[src/rtl/buzzer_tone_detector.sv]
// buzzer_tone_detector
// Measures the period of a square-wave tone line in clock cycles. A period is
// reported only after two consecutive samples agree within TOL. Silence is
// flagged when no qualified rising edge arrives for TIMEOUT cycles.
module buzzer_tone_detector #(
   parameter int CNT_W      = 20,
   parameter int TIMEOUT    = 200000,
   parameter int MIN_PERIOD = 4,
   parameter int TOL        = 2
) (
   input  logic             clk,
   input  logic             rst_n,
   input  logic             tone_in,
   output logic [CNT_W-1:0] period,
   output logic             period_valid,
   output logic             tone_new,
   output logic             silent
);

   typedef enum logic [1:0] {
      IDLE    = 2'd0,
      ARM     = 2'd1,
      MEASURE = 2'd2,
      LOCKED  = 2'd3
   } state_t;

   localparam logic [CNT_W-1:0] TIMEOUT_C = CNT_W'(TIMEOUT);
   localparam logic [CNT_W:0]   MIN_C     = (CNT_W+1)'(MIN_PERIOD);
   localparam logic [CNT_W:0]   TOL_C     = (CNT_W+1)'(TOL);

   state_t           state;
   state_t           state_n;
   logic             s1;
   logic             s2;
   logic             s3;
   logic [CNT_W-1:0] cnt;
   logic [CNT_W-1:0] cand;
   logic [CNT_W-1:0] cand_n;
   logic [CNT_W-1:0] period_n;
   logic [CNT_W:0]   sample;
   logic [CNT_W-1:0] sample_q;
   logic             rise;
   logic             qualified;
   logic             at_timeout;
   logic             match_cand;
   logic             match_period;
   logic             enter_lock;

   // Absolute difference of two extended-width values compared against TOL.
   function automatic logic within_tol(input logic [CNT_W:0] a,
                                       input logic [CNT_W:0] b);
      logic [CNT_W:0] diff;
      diff = (a >= b) ? (a - b) : (b - a);
      return (diff <= TOL_C);
   endfunction

   // Two-flop synchronizer for the asynchronous tone line plus a history flop.
   always_ff @(posedge clk or negedge rst_n) begin
      if (!rst_n) begin
         s1 <= 1'b0;
         s2 <= 1'b0;
         s3 <= 1'b0;
      end else begin
         s1 <= tone_in;
         s2 <= s1;
         s3 <= s2;
      end
   end

   assign rise       = s2 & ~s3;
   assign sample     = {1'b0, cnt} + (CNT_W+1)'(1);
   assign sample_q   = sample[CNT_W] ? {CNT_W{1'b1}} : sample[CNT_W-1:0];
   assign at_timeout = (cnt == TIMEOUT_C);
   assign qualified  = rise && ((state == IDLE) || (sample >= MIN_C));
   assign match_cand   = within_tol(sample, {1'b0, cand});
   assign match_period = within_tol(sample, {1'b0, period});

   // Cycles since the last qualified edge; saturates so silence stays stable.
   always_ff @(posedge clk or negedge rst_n) begin
      if (!rst_n) begin
         cnt <= '0;
      end else if (qualified) begin
         cnt <= '0;
      end else if (!at_timeout) begin
         cnt <= cnt + CNT_W'(1);
      end
   end

   // Next-state logic: qualified edges drive measurement, timeout falls back to IDLE.
   always_comb begin
      state_n    = state;
      cand_n     = cand;
      period_n   = period;
      enter_lock = 1'b0;
      case (state)
         IDLE: begin
            if (qualified) begin
               state_n = ARM;
            end
         end
         ARM: begin
            if (qualified) begin
               cand_n  = sample_q;
               state_n = MEASURE;
            end else if (at_timeout) begin
               cand_n  = '0;
               state_n = IDLE;
            end
         end
         MEASURE: begin
            if (qualified) begin
               if (match_cand) begin
                  period_n   = sample_q;
                  enter_lock = 1'b1;
                  state_n    = LOCKED;
               end else begin
                  cand_n = sample_q;
               end
            end else if (at_timeout) begin
               cand_n  = '0;
               state_n = IDLE;
            end
         end
         LOCKED: begin
            if (qualified) begin
               if (!match_period) begin
                  cand_n  = sample_q;
                  state_n = MEASURE;
               end
            end else if (at_timeout) begin
               cand_n  = '0;
               state_n = IDLE;
            end
         end
         default: begin
            cand_n  = '0;
            state_n = IDLE;
         end
      endcase
   end

   // State, candidate and registered outputs all update together.
   always_ff @(posedge clk or negedge rst_n) begin
      if (!rst_n) begin
         state        <= IDLE;
         cand         <= '0;
         period       <= '0;
         period_valid <= 1'b0;
         tone_new     <= 1'b0;
         silent       <= 1'b1;
      end else begin
         state        <= state_n;
         cand         <= cand_n;
         period       <= period_n;
         period_valid <= (state_n == LOCKED);
         tone_new     <= enter_lock;
         silent       <= (state_n == IDLE);
      end
   end

endmodule
[config.mk]
export PLATFORM = sky130hd
export DESIGN_NAME = buzzer_tone_detector
export DESIGN_NICKNAME = d
export VERILOG_FILES = /design/src/rtl/buzzer_tone_detector.sv
export SDC_FILE = /design/constraint.sdc
export NUM_CORES = 1
export LEC_CHECK = 0
export CAP_MARGIN = 20
export CORE_UTILIZATION = 40
export DETAILED_ROUTE_END_ITERATION = 6
export GPL_TIMING_DRIVEN = 0
export HOLD_SLACK_MARGIN = 0.1
export PLACE_DENSITY = 0.52
export REMOVE_ABC_BUFFERS = 1
export SYNTH_ARGS = -nofsm -noshare
export SYNTH_HDL_FRONTEND = slang
export SYNTH_SLANG_ARGS = --single-unit
export TNS_END_PERCENT = 20
[constraint.sdc]
create_clock -name clk -period 8 [get_ports clk]
set_clock_uncertainty 0.15 [all_clocks]
set_input_delay 2 -clock clk [delete_from_list [all_inputs] [get_ports clk]]
set_output_delay 2 -clock clk [all_outputs]
set_load 0.02 [all_outputs]
==> results by group, run 1 <==
Hold path
  – Min-Delay Endpoint: s2
  – Hold crit path type: register to register
  – Hold_sp: s1
  – Hold depth: 0

Timing
  – Timing-limited maximum frequency: 133 MHz
  – Fin. Hold Viols: 0
  – Hold Slack: 0.201 ns
  – Minimum clock period: 7.51 ns
  – Fin. max-slew vios: 0
  – Unrepaired setup endpoints after global routing: false
  – Final worst path period share: 93.8%
  – Setup_tns: 0 ns
  – Final worst setup slack: 0.494 ns
  – Worst-Margin Slew: 1.18 ns
  – # setup viols final: 0
  – Worst slew margin: 20.5%

Setup path
  – Critical path capture point type: register
  – CP max-delay cell: or4b_1
  – Critical path class: register to register
  – WP data required: 8.12 ns
  – Cells along the critical path: ha_1 > nand2_1 > nor4_4 > nand2_1 > xor2_2 > inv_1 > ha_1 > and4_1 > and4_1 > a211o_1 > nor2_2 > nand2_2 > mux2i_1 > xor2_1 > nand4_1 > or4_1 > or4b_1 > buf_16 > nand4_1 > a22o_1
  – R2R Path End: cand[2]
  – CP top delay family: simple AND/OR/NAND/NOR gates
  – Reg-to-reg slack, setup: 0.49 ns
  – Critical Path Start Type: register
  – Crit path DAT: 7.63 ns
  – Sum of buffers and inverters on the critical path: 2
  – Reg-to-reg startpoint: cnt[0]
  – CP max FO: 16
  – Worst R2R Path Depth: 20
  – Worst path max stage delay: 0.84 ns

CTS
  – CTS Hold Bufs: 0
  – CTS Buf Count: 9
  – Clock transition at path regs: 0.06 ns
  – TritonCTS clock tree: done
  – Worst-skew pair later-pin latency: 0.33 ns
  – Clock Sinks: 68
  – CTS root buffer: clkbuf_16
  – Number of H-tree levels: 3
  – Clock buffer depth: 2

Floorplan
  – Starting density of the core: 41.1%
  – CORE AREA: 18100 µm²
  – Ports: 26
  – Die Y: 138 µm
  – Die width: 138 µm
  – Area of the die: 19100 µm²
  – FP Rows: 49

Routing
  – Pre-antenna DRT Iters: 7
  – Wirelength per Cell: 20.8 µm
  – DR DRC count: 6
  – Avg Vias per Cell: 5.91
  – ANT nets after route: 0
  – Drt total wl: 23900 µm
  – Vias: 6772
  – Initial DRC count: 696

Yosys
  – Syn Std Cell Area: 7440 µm²
  – Synth cell count leaders: ha_1 (82), nand2_1 (79), inv_1 (78), a21oi_1 (77), dfrtp_1 (67)
  – Synthesized area per cell: 8.07 µm²
  – Synth top area share: 22.5%
  – Synth area leaders: dfrtp_1 (23%), ha_1 (14%), a21oi_1 (5.2%), nand2_1 (4.0%), inv_1 (3.9%)
  – Yosys warns: 0
  – Asr flop ratio synth: 100%
  – Yosys reg bits: 68
  – Register area share after synthesis: 22.9%
  – EDFF count, synth: 0
  – Cells after Synth: 921
  – Ys flop type: dfrtp_1
  – Leading area contributor after synthesis: dfrtp_1
  – Most frequent cell after synthesis: ha_1
  – Distinct cell type count after synthesis: 77

Run status
  – Violated checks: design-rule violations
  – Status: finished with violations

Place
  – Placer Congestion: 0.918
  – Hpwl dp: 18600 µm
  – Placed insts: 1125
  – Worst slack at placement: -0.357 ns
  – Buffers on Ports: 25

Global routing
  – Global-route wire length before repair: 37000 µm
  – Largest net degree at the start of global routing: 69
  – Antenna violations before repair: 0
  – Vias in the first global route: 6196
  – Total GRT Usage: 25.0%
  – GRT overflow: 0

Layout
  – Filler cells: 1824
  – Share of layout cells above drive strength 1: 7.97%
  – Layout area overhead: 9.99%
  – Final net count: 1000
  – Antenna cells: 0
  – Non-Filler Instances: 1145

Pwr
  – Max VDD drop: 0.000296 V
  – Static leakage: 3.97 nW
  – Pwr Density: 433 nW/µm²
  – Final Total Pwr: 3.54 mW

Run
  – Max Cap Viol: 0
layer usage:
layer	routed length (µm)	track usage, %	part of all wire, %
met3	1200	3.15	5.0
met2	10800	39.5	45
met5	0	0	0
met1	11700	37.1	49
met4	180	3.02	0.75
where the power goes:
group / switching (mW) / leakage [nW] / internal (mW)
combinational: 1.59 / 2.89 / 1.08
clock: 0.155 / 0.158 / 0.290
sequential: 0.0465 / 0.921 / 0.378
total: 1.79 / 3.97 / 1.75
flip-flops by register name, indices dropped and copies added, names as in the netlist:
name	flops
cand	20
tone_new	1
cnt	20
s3	1
silent	1
s1	1
period	20
state	2
period_valid	1
s2	1
repair_timing:
action                     4_1_cts  5_1_grt
cloned                           1        0
setup endpoints to repair       20       20
gates resized for setup          1        3
pin swaps                        1        1
setup buffers                    0        3
cell usage in the layout, fill, tap and decap left out, drive strengths merged, types with 11 or more instances in the layout:
master and n:
a22o 19, o21ai 46, mux2i 17, xnor2 28, o211ai 11, xor2 20
mux2 25, ha 82, nor2 65, a21o 15, nor2b 12, inv 78
nor4 13, nand4 22, clkdlybuf4s50 24, nor3 17, clkbuf 11, a21oi 77
dfrtp 67, nand2 79, nand3 29
logic make-up (layout without fill, tap and decap cells):
family	Yosys count	in the layout	synth area share (%)
AOI/OAI and AO/OA	261	261	23.7
xor gates and xnor gates	48	48	5.65
and+or+nand+nor	286	287	19.9
DFF	68	68	22.9
adders and majority gates	86	86	14.9
buffers and inverters	130	124	6.93
muxes	42	42	6.07
worst max path at each step:
stage               startpoint  endpoint  depth (start not counted)  slack, ns
floorplan               cnt[0]  cand[12]                         19       1.70
global placement        cnt[0]  cand[17]                         19      -0.66
detailed placement      cnt[0]  cand[12]                         20      -0.36
CTS                     cnt[0]  cand[12]                         19       0.03
global route            cnt[0]  cand[13]                         20       0.08
finish                  cnt[0]   cand[2]                         20       0.49
metrics by stage:
stage | utilization, % | area [µm²]
floorplan | - | 7210
global placement | 42.9 | 7750
detailed placement | 43.1 | 7790
CTS | 45.0 | 8140
global route | 45.2 | 8180
finish | 45.2 | 8180
final cells by class:
class                      instances  area (µm²)  share of cell area, %
clock inverter                     5        83.8                   1.02
timing repair buffer              30         309                   3.78
sequential                        68        1700                   20.8
multi-input combinational        724        5250                   64.2
tap                              229         287                   3.50
inverter                          78         293                   3.58
clock buffer                      11         253                   3.09
No activity file was read; power rests on OpenSTA's default activity.
==> inputs of run 2 (changes only) <==
--- a/config.mk
+++ b/config.mk
@@ -5,11 +5,9 @@
 export SDC_FILE = /design/constraint.sdc
 export NUM_CORES = 1
 export LEC_CHECK = 0
-export CAP_MARGIN = 20
 export CORE_UTILIZATION = 40
 export DETAILED_ROUTE_END_ITERATION = 6
 export GPL_TIMING_DRIVEN = 0
-export HOLD_SLACK_MARGIN = 0.1
 export PLACE_DENSITY = 0.52
 export REMOVE_ABC_BUFFERS = 1
 export SYNTH_ARGS = -nofsm -noshare
==> run 2 against run 1 <==
  * The run still ends with design-rule violations left
  * Maximum frequency down 0.26%
  * First-iteration DRC count fell by 17%
  * Register-to-register slack worse by 0.02 ns
  * Sequential power about the same
  * Non-clock buffer count is 1 lower
  * Combinational power hardly changed
  * Die area unchanged
  * Routed wire length fell by 0.23%
  * Critical path type unchanged
  * Critical endpoint is now cand[6]
  * Largest cell class unchanged
  * Highest routed layer unchanged
==> results by group, run 2 (synthesis gave the netlist of run 1 again) <==
Setup path
  – Critical path class: register to register
  – Reg-to-reg startpoint: cnt[0]
  – Critical path capture point type: register
  – Crit path DAT: 7.59 ns
  – Critical Path Start Type: register
  – CP max FO: 25
  – WP data required: 8.07 ns
  – R2R Path End: cand[6]
  – Reg-to-reg slack, setup: 0.47 ns
  – Worst R2R Path Depth: 17

Floorplan
  – Area of the die: 19100 µm²
  – FP Rows: 49
  – Die Y: 138 µm
  – Starting density of the core: 41.1%
  – Ports: 26
  – CORE AREA: 18100 µm²
  – Die width: 138 µm

Layout
  – Top Registers: cand (20), cnt (20), period (20)
  – Antenna cells: 0
  – Leading cell type in the layout, fill and taps excluded: ha_1
  – Share of layout cells above drive strength 1: 7.98%
  – Most frequent cells in the layout: ha_1 (82), inv_1 (78), nand2_1 (78), a21oi_1 (77), dfrtp_1 (67)
  – Non-Filler Instances: 1144
  – Final net count: 999
  – Layout area overhead: 9.79%

Global routing
  – Global-route wire length before repair: 37200 µm
  – Antenna violations before repair: 0
  – Largest net degree at the start of global routing: 69
  – Vias in the first global route: 6300
  – Total GRT Usage: 25.1%
  – GRT overflow: 0

Pwr
  – Static leakage: 3.96 nW
  – Final Total Pwr: 3.55 mW
  – Max VDD drop: 0.000287 V
  – Pwr Density: 435 nW/µm²

Run
  – Max Cap Viol: 0

Routing
  – Pre-antenna DRT Iters: 7
  – Avg Vias per Cell: 5.90
  – ANT nets after route: 0
  – DR DRC count: 6
  – Vias: 6752
  – Initial DRC count: 579
  – Wirelength per Cell: 20.8 µm
  – Drt total wl: 23800 µm

Timing
  – Worst slew margin: 18.7%
  – Worst-Margin Slew: 1.22 ns
  – Fin. Hold Viols: 0
  – Fin. max-slew vios: 0
  – # setup viols final: 0
  – Timing-limited maximum frequency: 133 MHz
  – Unrepaired setup endpoints after global routing: false
  – Final worst path period share: 94.1%
  – Minimum clock period: 7.53 ns

Run status
  – Violated checks: design-rule violations
  – Status: finished with violations

Hold path
  – Min-Delay Endpoint: s2
  – Hold depth: 0
  – Hold crit path type: register to register
  – Hold_sp: s1

CTS
  – CTS root buffer: clkbuf_16
  – Worst-skew pair later-pin latency: 0.33 ns
  – Clock transition at path regs: 0.06 ns
  – Clock Sinks: 68
  – TritonCTS clock tree: done
  – Clock buffer depth: 2
  – CTS Buf Count: 9
  – Number of H-tree levels: 3

Place
  – Hpwl dp: 18600 µm
  – Placed insts: 1124
  – Buffers on Ports: 25
  – Placer Congestion: 0.918
-- run 2: cell count changes in the layout (fill, tap and decap cells not counted), sizes merged --
cell  previous run  this run
buf              6         5
-- run 2: per-layer routing --
layer  vias to the layer above  global-route usage, %  part of all wire [%]
li1                       3291                      -                     -
met1                      3277                   37.1                    49
met3                        23                   2.77                   4.2
met2                       161                   39.7                    45
met5                         -                      0                     0
met4                         0                   4.08                   1.2
-- run 2: critical path, stage by stage (launching register included) --
cell,delay (ns)
dfrtp_1,0.50
nand3_1,0.30
nor4_2,0.51
nand3_1,0.16
xor2_1,0.59
inv_1,0.24
ha_1,0.52
and4_1,0.33
and4_1,0.24
a211o_1,0.37
nor3_4,0.67
a21oi_1,0.16
a221oi_2,0.27
xnor2_1,0.14
or4_1,0.50
or4b_2,1.04
and4_4,0.44
a22o_1,0.26
-- run 2: how the worst max path moves through the flow --
stage / startpoint / to / depth (start not counted)
2_1_floorplan: cnt[0] / cand[12] / 19
3_3_place_gp: cnt[0] / cand[17] / 19
3_5_place_dp: cnt[0] / cand[5] / 19
4_1_cts: cnt[0] / cand[12] / 18
5_1_grt: cnt[0] / cand[8] / 18
6_report: cnt[0] / cand[6] / 17
-- run 2: area by class of cell --
cell class	instances	area, µm²
clock inverter	5	83.8
timing repair buffer	29	294
fill	1872	9920
clock buffer	11	253
multi-input combinational	724	5250
inverter	78	293
tap	229	287
sequential	68	1700
-- run 2: stage by stage --
| step | worst slack (ns) | hold WS, ns | utilization, % | area [µm²] | TNS, ns |
|---|---|---|---|---|---|
| 2_1_floorplan | 1.70 | 0.181 | - | 7210 | 0 |
| 3_3_place_gp | -0.661 | 0.183 | 42.9 | 7750 | -13.05 |
| 3_5_place_dp | -0.618 | 0.190 | 42.9 | 7760 | -12.01 |
| 4_1_cts | 0.0358 | 0.204 | 44.9 | 8110 | 0 |
| 5_1_grt | 0.0760 | 0.215 | 45.1 | 8160 | 0 |
| 6_report | 0.474 | 0.202 | 45.1 | 8160 | 0 |
-- run 2: timing repair --
| item | CTS | global route |
|---|---|---|
| setup buffers | 0 | 3 |
| resized for setup | 2 | 3 |
| setup endpoints to repair | 20 | 20 |
| pin swaps | 1 | 2 |
| hold buffers | 0 | 0 |
| gates cloned | 1 | 0 |
-- run 2: where the power goes --
part	switching [mW]	internal (mW)	leakage, nW
registers	0.0472	0.378	0.921
clock network	0.155	0.290	0.158
logic	1.60	1.08	2.88
total	1.80	1.75	3.96
